$ cat src/rtl/fault_mon_pkg.sv
// Shared types, error_code bit map, default configuration and word-level check helpers
// for the multi-channel sensor fault monitor.
package fault_mon_pkg;

  typedef enum logic [1:0] {
    OK      = 2'd0,
    SUSPECT = 2'd1,
    FAULT   = 2'd2,
    RECOVER = 2'd3
  } health_e;

  localparam int ERR_CSUM  = 0;
  localparam int ERR_RANGE = 1;
  localparam int ERR_LOSS  = 2;
  localparam int ERR_FAULT = 3;
  localparam int ERR_W     = 4;

  localparam int DEF_NUM_SENSORS = 3;
  localparam int DEF_DATA_WIDTH  = 16;
  localparam int DEF_NUM_WORDS   = 15;
  localparam int DEF_RANGE_MIN   = -10000;
  localparam int DEF_RANGE_MAX   = 10000;
  localparam int DEF_FAULT_CNT   = 3;
  localparam int DEF_RECOVER_CNT = 8;
  localparam int DEF_STUCK_CNT   = 4;

  // Helpers work on words widened to MAX_DW, so DATA_WIDTH may be anything up to 32.
  localparam int MAX_DW = 32;
  localparam logic [MAX_DW:0] ONE_X = 1;

  function automatic logic [MAX_DW-1:0] width_mask(input int dw);
    logic [MAX_DW:0] m;
    m = (ONE_X << dw) - ONE_X;
    return m[MAX_DW-1:0];
  endfunction

  function automatic logic [MAX_DW-1:0] csum_add(input logic [MAX_DW-1:0] acc,
                                                  input logic [MAX_DW-1:0] word,
                                                  input int dw);
    return (acc + word) & width_mask(dw);
  endfunction

  function automatic logic word_out_of_range(input logic signed [MAX_DW-1:0] word,
                                             input int lo,
                                             input int hi);
    return (word < lo) || (word > hi);
  endfunction

endpackage

$ cat src/rtl/sensor_health_fsm.sv
// Per-channel persistence/recovery tracker; state and counter update on the edge after a
// valid frame, channels without a frame hold. Reset parks the channel in RECOVER.
module sensor_health_fsm
  import fault_mon_pkg::*;
#(
  parameter int FAULT_CNT   = DEF_FAULT_CNT,
  parameter int RECOVER_CNT = DEF_RECOVER_CNT
) (
  input  logic    clk,
  input  logic    rst,
  input  logic    frame_valid,
  input  logic    bad,
  output health_e state,
  output health_e state_nxt,
  output logic    enter_fault
);

  localparam int MAX_CNT = (FAULT_CNT > RECOVER_CNT) ? FAULT_CNT : RECOVER_CNT;
  localparam int CW      = $clog2(MAX_CNT + 1);

  logic [CW-1:0] cnt_q;
  logic [CW-1:0] cnt_d;
  logic [CW-1:0] cnt_inc;

  always_ff @(posedge clk or posedge rst) begin
    if (rst) begin
      state <= RECOVER;
      cnt_q <= '0;
    end else begin
      state <= state_nxt;
      cnt_q <= cnt_d;
    end
  end

  assign cnt_inc = (cnt_q == CW'(MAX_CNT)) ? cnt_q : cnt_q + 1'b1;

  // One shared counter: it counts bad frames in SUSPECT and good frames in RECOVER.
  always_comb begin
    state_nxt = state;
    cnt_d     = cnt_q;
    if (frame_valid) begin
      unique case (state)
        OK: begin
          if (bad) begin
            if (FAULT_CNT <= 1) begin
              state_nxt = FAULT;
              cnt_d     = '0;
            end else begin
              state_nxt = SUSPECT;
              cnt_d     = CW'(1);
            end
          end
        end
        SUSPECT: begin
          if (!bad) begin
            state_nxt = OK;
            cnt_d     = '0;
          end else if (cnt_inc >= CW'(FAULT_CNT)) begin
            state_nxt = FAULT;
            cnt_d     = '0;
          end else begin
            cnt_d = cnt_inc;
          end
        end
        FAULT: begin
          if (!bad) begin
            if (RECOVER_CNT <= 1) begin
              state_nxt = OK;
              cnt_d     = '0;
            end else begin
              state_nxt = RECOVER;
              cnt_d     = CW'(1);
            end
          end
        end
        RECOVER: begin
          if (bad) begin
            state_nxt = FAULT;
            cnt_d     = '0;
          end else if (cnt_inc >= CW'(RECOVER_CNT)) begin
            state_nxt = OK;
            cnt_d     = '0;
          end else begin
            cnt_d = cnt_inc;
          end
        end
        default: begin
          state_nxt = RECOVER;
          cnt_d     = '0;
        end
      endcase
    end
  end

  assign enter_fault = (state_nxt == FAULT) && (state != FAULT);

endmodule

$ cat src/rtl/fault_monitor_nch.sv
// N-channel sensor fault monitor: checksum/range/loss checks, per-channel health FSM, fault mask,
// sticky error history and FAULT irq; 1-cycle latency. FAULT_MON_STUCK_DETECT_EN adds stuck detection.
module fault_monitor_nch
  import fault_mon_pkg::*;
#(
  parameter int NUM_SENSORS = DEF_NUM_SENSORS,
`ifdef FAULT_MON_STUCK_DETECT_EN
  parameter int STUCK_CNT   = DEF_STUCK_CNT,
`endif
  parameter int DATA_WIDTH  = DEF_DATA_WIDTH,
  parameter int NUM_WORDS   = DEF_NUM_WORDS,
  parameter int RANGE_MIN   = DEF_RANGE_MIN,
  parameter int RANGE_MAX   = DEF_RANGE_MAX,
  parameter int FAULT_CNT   = DEF_FAULT_CNT,
  parameter int RECOVER_CNT = DEF_RECOVER_CNT
) (
  input  logic                                                    clk,
  input  logic                                                    rst,
  input  logic [NUM_SENSORS-1:0]                                  frame_valid,
  input  logic [NUM_SENSORS-1:0][DATA_WIDTH*(NUM_WORDS+1)-1:0]    sensor_data,
  input  logic                                                    clear_sticky,
  output logic [NUM_SENSORS-1:0][1:0]                             health_state,
  output logic [NUM_SENSORS-1:0]                                  fault_mask,
  output logic [NUM_SENSORS-1:0]                                  stuck_flags,
  output logic [ERR_W-1:0]                                        error_code,
  output logic [ERR_W-1:0]                                        sticky_code,
  output logic                                                    irq
);

  localparam int PAY_W = DATA_WIDTH * NUM_WORDS;

  logic [NUM_SENSORS-1:0][ERR_LOSS:ERR_CSUM] flags_d;
  logic [NUM_SENSORS-1:0]                    in_fault_d;
  logic [NUM_SENSORS-1:0]                    enter_fault;
  logic [ERR_W-1:0]                          err_d;

  for (genvar c = 0; c < NUM_SENSORS; c++) begin : g_ch
    logic [MAX_DW-1:0]       sum_acc;
    logic                    rng_acc;
    logic                    ch_loss;
    logic                    ch_csum;
    logic                    ch_range;
    logic                    ch_stuck;
    logic                    ch_bad;
    logic [ERR_LOSS:ERR_CSUM] ch_flags_q;
    logic [ERR_LOSS:ERR_CSUM] ch_flags_new;
    health_e                 ch_state;
    health_e                 ch_state_nxt;
    logic                    ch_enter;

    always_comb begin
      sum_acc = '0;
      rng_acc = 1'b0;
      for (int w = 0; w < NUM_WORDS; w++) begin
        sum_acc = csum_add(sum_acc, MAX_DW'(sensor_data[c][w*DATA_WIDTH +: DATA_WIDTH]), DATA_WIDTH);
        if (word_out_of_range(MAX_DW'($signed(sensor_data[c][w*DATA_WIDTH +: DATA_WIDTH])),
                              RANGE_MIN, RANGE_MAX)) begin
          rng_acc = 1'b1;
        end
      end
    end

    // An all-zero frame is a lost signal, not a checksum or range failure.
    assign ch_loss  = (sensor_data[c] == '0);
    assign ch_csum  = !ch_loss && (sum_acc != MAX_DW'(sensor_data[c][PAY_W +: DATA_WIDTH]));
    assign ch_range = !ch_loss && rng_acc;

`ifdef FAULT_MON_STUCK_DETECT_EN
    localparam int SCW = $clog2(STUCK_CNT + 1);
    logic [PAY_W-1:0] last_pay;
    logic [SCW-1:0]   run_cnt;
    logic [SCW-1:0]   run_nxt;
    logic             same_pay;
    logic             stuck_q;

    assign same_pay = (run_cnt != '0) && (sensor_data[c][PAY_W-1:0] == last_pay);
    assign run_nxt  = !same_pay ? SCW'(1) :
                      (run_cnt == SCW'(STUCK_CNT)) ? run_cnt : run_cnt + 1'b1;
    assign ch_stuck = frame_valid[c] && !ch_loss && (run_nxt >= SCW'(STUCK_CNT));

    always_ff @(posedge clk or posedge rst) begin
      if (rst) begin
        last_pay <= '0;
        run_cnt  <= '0;
        stuck_q  <= 1'b0;
      end else if (frame_valid[c] && !ch_loss) begin
        last_pay <= sensor_data[c][PAY_W-1:0];
        run_cnt  <= run_nxt;
        stuck_q  <= ch_stuck;
      end
    end

    assign stuck_flags[c] = stuck_q;
`else
    assign ch_stuck       = 1'b0;
    assign stuck_flags[c] = 1'b0;
`endif

    assign ch_bad = ch_loss || ch_csum || ch_range || ch_stuck;

    always_comb begin
      ch_flags_new           = '0;
      ch_flags_new[ERR_CSUM]  = ch_csum;
      ch_flags_new[ERR_RANGE] = ch_range;
      ch_flags_new[ERR_LOSS]  = ch_loss;
    end

    always_ff @(posedge clk or posedge rst) begin
      if (rst) begin
        ch_flags_q <= '0;
      end else if (frame_valid[c]) begin
        ch_flags_q <= ch_flags_new;
      end
    end

    assign flags_d[c] = frame_valid[c] ? ch_flags_new : ch_flags_q;

    sensor_health_fsm #(
      .FAULT_CNT   (FAULT_CNT),
      .RECOVER_CNT (RECOVER_CNT)
    ) u_fsm (
      .clk         (clk),
      .rst         (rst),
      .frame_valid (frame_valid[c]),
      .bad         (ch_bad),
      .state       (ch_state),
      .state_nxt   (ch_state_nxt),
      .enter_fault (ch_enter)
    );

    assign health_state[c] = ch_state;
    assign fault_mask[c]   = (ch_state == FAULT) || (ch_state == RECOVER);
    assign in_fault_d[c]   = (ch_state_nxt == FAULT);
    assign enter_fault[c]  = ch_enter;
  end

  always_comb begin
    err_d = '0;
    for (int c = 0; c < NUM_SENSORS; c++) begin
      err_d[ERR_LOSS:ERR_CSUM] = err_d[ERR_LOSS:ERR_CSUM] | flags_d[c];
    end
    err_d[ERR_FAULT] = |in_fault_d;
  end

  // A clear pulse coinciding with a fresh error keeps the fresh error.
  always_ff @(posedge clk or posedge rst) begin
    if (rst) begin
      error_code  <= '0;
      sticky_code <= '0;
      irq         <= 1'b0;
    end else begin
      error_code  <= err_d;
      sticky_code <= (clear_sticky ? '0 : sticky_code) | err_d;
      irq         <= |enter_fault;
    end
  end

endmodule

$ cat config.mk
export PLATFORM = sky130hd
export DESIGN_NAME = fault_monitor_nch
export DESIGN_NICKNAME = d
export VERILOG_FILES = /design/src/rtl/fault_mon_pkg.sv /design/src/rtl/sensor_health_fsm.sv /design/src/rtl/fault_monitor_nch.sv
export SDC_FILE = /design/constraint.sdc
export NUM_CORES = 1
export LEC_CHECK = 0
export CORE_AREA = 2 2 306 308
export DETAILED_ROUTE_END_ITERATION = 16
export DIE_AREA = 0 0 308 310
export PLACE_DENSITY = 0.5
export SETUP_SLACK_MARGIN = 0.5
export SYNTH_ARGS = -nofsm -noshare
export SYNTH_HDL_FRONTEND = slang
export SYNTH_SLANG_ARGS = --single-unit
$ cat constraint.sdc
create_clock -name clk -period 6.6 [get_ports clk]
set_clock_uncertainty 0.2 [all_clocks]
set_input_delay 0.99 -clock clk [delete_from_list [all_inputs] [get_ports clk]]
set_output_delay 0.99 -clock clk [all_outputs]
set_load 0.02 [all_outputs]
[After elaboration in Yosys (flattened, before gate mapping)]
Index checks and enable logic that the tools add are counted.
W data, S select, Z words.
Operators by class
  reduce and logical (&&, ||, !) cells: 77
  equal/unequal tests: 27
  order comparisons: 96
  add/sub/neg operators: 45
  muxes and demuxes: 97
  bitwise logic cells: 3
Operator list (count)
  $logic_not A256 Y1: 3
  $gt A16 B15 Y1 const B: 45
  $lt A16 B15 Y1 const B: 45
  $add A16 B16 Y16: 42
  $mux W4: 22
  $logic_or A1 B1 Y1: 54
  $ne A16 B16 Y1: 3
  $pmux W4 S4: 3
  $mux W1: 45
  $mux W2: 21
  $pmux W2 S4: 3
  $eq A2 B2 Y1 const B: 9
  $add A4 B1 Y4 const B: 3
  $eq A4 B4 Y1 const B: 3
  $ge A4 B2 Y1 const B: 3
  $ge A4 B4 Y1 const B: 3
  $ne A2 B2 Y1 const B: 6
  $logic_and A1 B1 Y1: 9
  $mux W3: 3
  $reduce_and A3 Y1: 3
  $eq A2 B1 Y1 const B: 3
  $logic_not A2 Y1: 3
  $ne A2 B1 Y1 const B: 3
  $or A3 B3 Y3: 2
  3 further kinds: 6
Word-level totals
  word-level logic and storage cells: 357
  output and inout port bits: 21
  flip-flop bits (word level): 36
  input port bits: 774

[Depth between registers and ports, before layout]
  depth in word-level cells: 25
  depth in mapped cells: 23
  depth with buffers taken out: 23

[Cells and area by module]
From an unflattened synthesis, not the netlist that was laid out.
Unflattened totals
  cell total of the unflattened synthesis: 2430
  area, all modules: 22851.9 um^2
Modules (own cells, without submodules)
  fault_monitor_nch: instances 1, sequential area each 450.4 um^2, area each 21435.6 um^2, cells each 2271
  sensor_health_fsm at g_ch[0].u_fsm ...: instances 2, sequential area each 152.6 um^2, area each 481.7 um^2, cells each 55
  sensor_health_fsm at g_ch[2].u_fsm: instances 1, sequential area each 152.6 um^2, area each 452.9 um^2, cells each 49

[Worst setup path before layout]
OpenSTA, ideal clock, no wires.
  path kind: input port to flip-flop
  start point: input port sensor_data[514] (netlist bit)
  end point: register g_ch[2].u_fsm.cnt_q[0]
  buffers on the path: 0
  cell stages on the path: 20
  arrival: 7.447 ns
  setup time: 0.087 ns
  required time: 6.313 ns
  slack: -1.134 ns
  path through: fa_1 -> inv_1 -> fa_1 -> fa_1 -> fa_1 -> inv_1 -> fa_1 -> fa_1 -> ha_1 -> fa_1 -> a211oi_1 -> or3_1 -> o311ai_0 -> or4_1 -> or4b_2 -> nor4_2 -> nand4_2 -> or2_1 -> a211o_1 -> o211ai_1
Between the ends
  cells in the longest elaborated chain, start to end: 21
  elaborated cells on any way between the ends: 45
  classes of those cells: 14 x add/sub; 2 x order compare; 3 x eq/ne; 18 x mux; 8 x reduce/logical
RTL lines
  start, declared: line fault_monitor_nch.sv:20  | input logic [NUM_SENSORS-1:0][DATA_WIDTH*(NUM_WORDS+1)-1:0] sensor_data,
  branches (longest 18 deep; another with $add A16 B16 Y16)
  $logic_or A1 B1 Y1 *: line fault_monitor_nch.sv:99  | assign ch_bad = ch_loss || ch_csum || ch_range || ch_stuck;
  $mux W4, or another cell as far along: line sensor_health_fsm.sv:77  | if (bad) begin
  $pmux W4 S4 / $reduce_and A3 Y1 (equally long branches)
  end signal, assigned: line sensor_health_fsm.sv:31  | cnt_q <= cnt_d;
  end, declared: line sensor_health_fsm.sv:21  | logic [CW-1:0] cnt_q;
Every way passes the cells marked *.
A chain may end at the register's enable or synchronous reset.

[Final worst setup path]
  start point: input port sensor_data[724] (netlist bit)
  end point: register g_ch[2].u_fsm.cnt_q[2]
Between the ends
  cells in the longest elaborated chain, start to end: 8
  elaborated cells on any way between the ends: 20
  classes of those cells: 2 x add/sub; 2 x order compare; 3 x eq/ne; 5 x mux; 8 x reduce/logical
RTL lines
  $add A16 B16 Y16, or another cell as far along: line fault_mon_pkg.sv:40  | return (acc + word) & width_mask(dw);
  $add A16 B16 Y16 / $logic_or A1 B1 Y1 (equally long branches): line fault_mon_pkg.sv:40, fault_mon_pkg.sv:46
  $ne A16 B16 Y1 / $mux W1 (equally long branches): line fault_monitor_nch.sv:65, fault_monitor_nch.sv:56
  $logic_and A1 B1 Y1 / $mux W1 (equally long branches): line fault_monitor_nch.sv:65, fault_monitor_nch.sv:56
  $logic_or A1 B1 Y1 / $logic_and A1 B1 Y1 (equally long branches): line fault_monitor_nch.sv:99, fault_monitor_nch.sv:66
  $logic_or A1 B1 Y1 *: line fault_monitor_nch.sv:99
  $mux W4, or another cell as far along: line sensor_health_fsm.sv:77
  $pmux W4 S4 / $reduce_and A3 Y1 (equally long branches)
Mark *: on every way between the ends. The rest lies on a longest branch, timed or not.

==> metrics.txt <==
outcome=complete, but fails checks; violated checks=setup timing; Seq/Total Area, Yosys=under 10%; sequential cell area=around 900 um^2; Worst-Skew Late Latency=280 ps; vias in the first global route=27010; required time worst endpoint=approximately 6600 ps; GPL Wtd Cong=1.016; via count=25140; Fillers=between 9000 and 10000; 1st-iter DRT viols=about 1700; syn_area_per_cell=approximately 9.5 um^2; unrepaired setup endpoints after global routing=true; WP buf/inv=4; pin count of the biggest net entering global routing=37; FFs w/ async S/R, synth=between 90% and 100%; CORE AREA=92490 um^2; leading area contributor after synthesis=fa_1; Final Max Slew Viols=0; origin of the worst min-delay path=sticky_code[1]; Starting Density=between 20% and 30%; Reg2Reg Launch Point=g_ch[1].u_fsm.cnt_q[0]; Avg WL per Cell=~27 um; Clk pin slew, worst setup/hold paths=approximately 60 ps; H-Tree Depth=2; total CTS buffers=5; CP max stage cell=fa_1; CTS Root Cell=clkbuf_16; Area contributors post-synth=fa_1 49%, inv_1 8.8%, ha_1 3.8%; post-route minimum period=~7500 ps; HP Class=flop to flop; Synth top area share=between 40% and 50%; Area Growth Syn to Fin=67.77%; ys flop type=dfrtp_1; Hold Path Depth=1; Setup Crit Path Kind=primary input to flop; Relative slew margins=about 20%; hold buffers post-CTS=0; Post-DRT Antenna Nets=0; Syn Inst Count=between 2000 and 2500; crit start category=primary input; crit path capture type=flop; fmax=around 130 MHz; Cell Area, Synth=between 20000 and 25000 um^2; grt total ovfl=0; highest routed layer=met5; share of post-route cells with drive strength above 1=between 20% and 30%; setup slack, reg-to-reg=between 4000 and 5000 ps; Die Wd=around 310 um; final WL=between 100000 and 150000 um; final setup vio count=26; initial antenna violation count=32; CP max FO=4; vias per inst=~4.9; max cap viols=0; Hold Vio Cnt, Final=0; Die Ht=310 um; port bufs=a little under 800; HPWL Detailed=between 100000 and 150000 um; DR WL met3=between 9000 and 10000 um; # IOs=slightly below 800; Post-synth EDFFs=0; CP dominant cell by count=fa_1; final worst slack=-910.1 ps; drt drc=0; DIE AREA=around 95000 um^2; worst r2r dst=sticky_code[3]; multi-input logic area=~21000 um^2; CTS Sinks=36; Cell variety after synth=around 80; Nets=5287; Endpoint, Worst Hold=sticky_code[1]; Site Rows=around 110; crit-path cells=clkdlybuf4s50_1 > fa_1 > inv_1 > fa_1 > fa_1 > fa_1 > fa_1 > fa_1 > inv_1 > ha_4 > buf_4 > xnor2_1 > o311ai_0 > or4_1 > or4b_4 > nor4_4 > nand4_4 > xnor2_2 > a21o_1 > a32o_1; Largest delay share family, worst path=adder cells; CTS max path bufs=2; global-route wire length before repair=approximately 190000 um; delay of the slowest critical-path stage=~560 ps; TritonCTS clock tree=built; WHS=between 200 and 300 ps; Tightest Pin Transition=roughly 1200 ps; Data arrival, critical path=roughly 7500 ps; First-pass DRT Iterations=6; Yosys reg bits=36; Reg2Reg Depth=10; Final Cycle Share=113.8%; met2 wire length=slightly below 70000 um; Yosys Warn Count=0; met1 wire length=roughly 54000 um; GR Util All Layers=28.12%
## cell usage after synthesis (all sizes together), types with 22 or more instances
master	count
fa	555
inv	534
nor4	133
nand4	111
nor3	105
xnor2	98
nand2	93
a21oi	89
nand3	71
ha	69
nor2	60
o21ai	49
o211ai	44
xor2	38
a21o	31
dfrtp	30
o311ai	23
or4	22
## worst reg2reg max path, cell delays in order, from the launching register on
cell,delay [ps]
dfrtp_1,420
inv_1,100
ha_1,150
nand2_1,40
and3_1,180
or4_1,570
nand3_1,150
nand2_1,80
a221oi_2,270
nand3_2,110
a21o_1,150
## layout by cell type (no fill, tap or decap), types with 75 or more instances in the layout
| cell | count |
|---|---|
| xnor2_1 | 88 |
| buf_4 | 679 |
| inv_1 | 508 |
| fa_1 | 480 |
| dlymetal6s2s_1 | 120 |
| nand4_1 | 110 |
| a21oi_1 | 82 |
| nor3_1 | 102 |
| nor4_1 | 128 |
| fa_2 | 75 |
| nand2_1 | 87 |
| dlygate4sd2_1 | 208 |
| clkdlybuf4s50_1 | 365 |
## stage by stage
step | worst slack (ps) | setup TNS (ps) | std cells | cell area (um^2) | utilization, %
2_1_floorplan | -812.7 | -8594 | 2419 | 22960 | -
3_3_place_gp | -1603 | -34820 | 5063 | 37380 | 40.41
3_5_place_dp | -1624 | -34540 | 5063 | 37380 | 40.41
4_1_cts | -1017 | -16120 | 5081 | 37730 | 40.80
5_1_grt | -1101 | -20450 | 5101 | 38320 | 41.43
6_report | -910.1 | -15030 | 5109 | 38340 | 41.46
## final cells by class
cell class	count	share of cell area, %
multi-input combinational	1831	54.14
inverter	534	5.228
tap	1197	3.906
timing repair buffer	1481	33.82
sequential	36	2.369
antenna	22	0.1436
clock inverter	1	0.01958
clock buffer	7	0.3720
## cell families (layout without fill, tap and decap cells)
| kind of cell | Yosys count | count (layout) | share of synthesized area [%] |
|---|---|---|---|
| AOI/OAI and AO/OA | 382 | 382 | 11.77 |
| xor gates and xnor gates | 146 | 146 | 6.220 |
| adders and majority gates | 624 | 624 | 52.40 |
| buffers and inverters | 552 | 2023 | 9.127 |
| DFF | 36 | 36 | 3.975 |
| muxes | 13 | 13 | 0.6132 |
| other | 1 | 25 | 0.01641 |
| and+or+nand+nor | 663 | 663 | 15.89 |
## how the worst max path moves through the flow
stage / to / from / slack, ps / cells after the start
6_report: g_ch[2].u_fsm.cnt_q[2] / sensor_data[724] / -910 / 20
5_1_grt: g_ch[2].u_fsm.state[0] / sensor_data[738] / -1100 / 23
4_1_cts: g_ch[2].u_fsm.cnt_q[0] / sensor_data[594] / -1020 / 21
3_5_place_dp: g_ch[2].u_fsm.cnt_q[2] / sensor_data[547] / -1620 / 20
3_3_place_gp: g_ch[2].u_fsm.cnt_q[0] / sensor_data[547] / -1600 / 20
2_1_floorplan: g_ch[2].u_fsm.cnt_q[0] / sensor_data[514] / -810 / 20
## state kept, by name, summed over array words and instances (netlist names)
register,count
irq,1
sticky_code,4
error_code,4
g_ch.u_fsm.state,6
g_ch.ch_flags_q,9
g_ch.u_fsm.cnt_q,12
## routing by layer
| layer | GRT usage [%] | up-vias |
|---|---|---|
| li1 | - | 11250 |
| met1 | 34.92 | 12490 |
| met2 | 49.44 | 1161 |
| met3 | 4.550 | 227 |
| met4 | 9.654 | 8 |
| met5 | 0 | - |
## repair_timing
action	CTS	global route
setup endpoints to repair	26	26
setup buffers	9	6
cloned	1	0
resized for setup	627	248
pin swaps	227	143
Power is not shown: default switching activity piles up to over one toggle a cycle in this logic, so the estimate is an artifact.
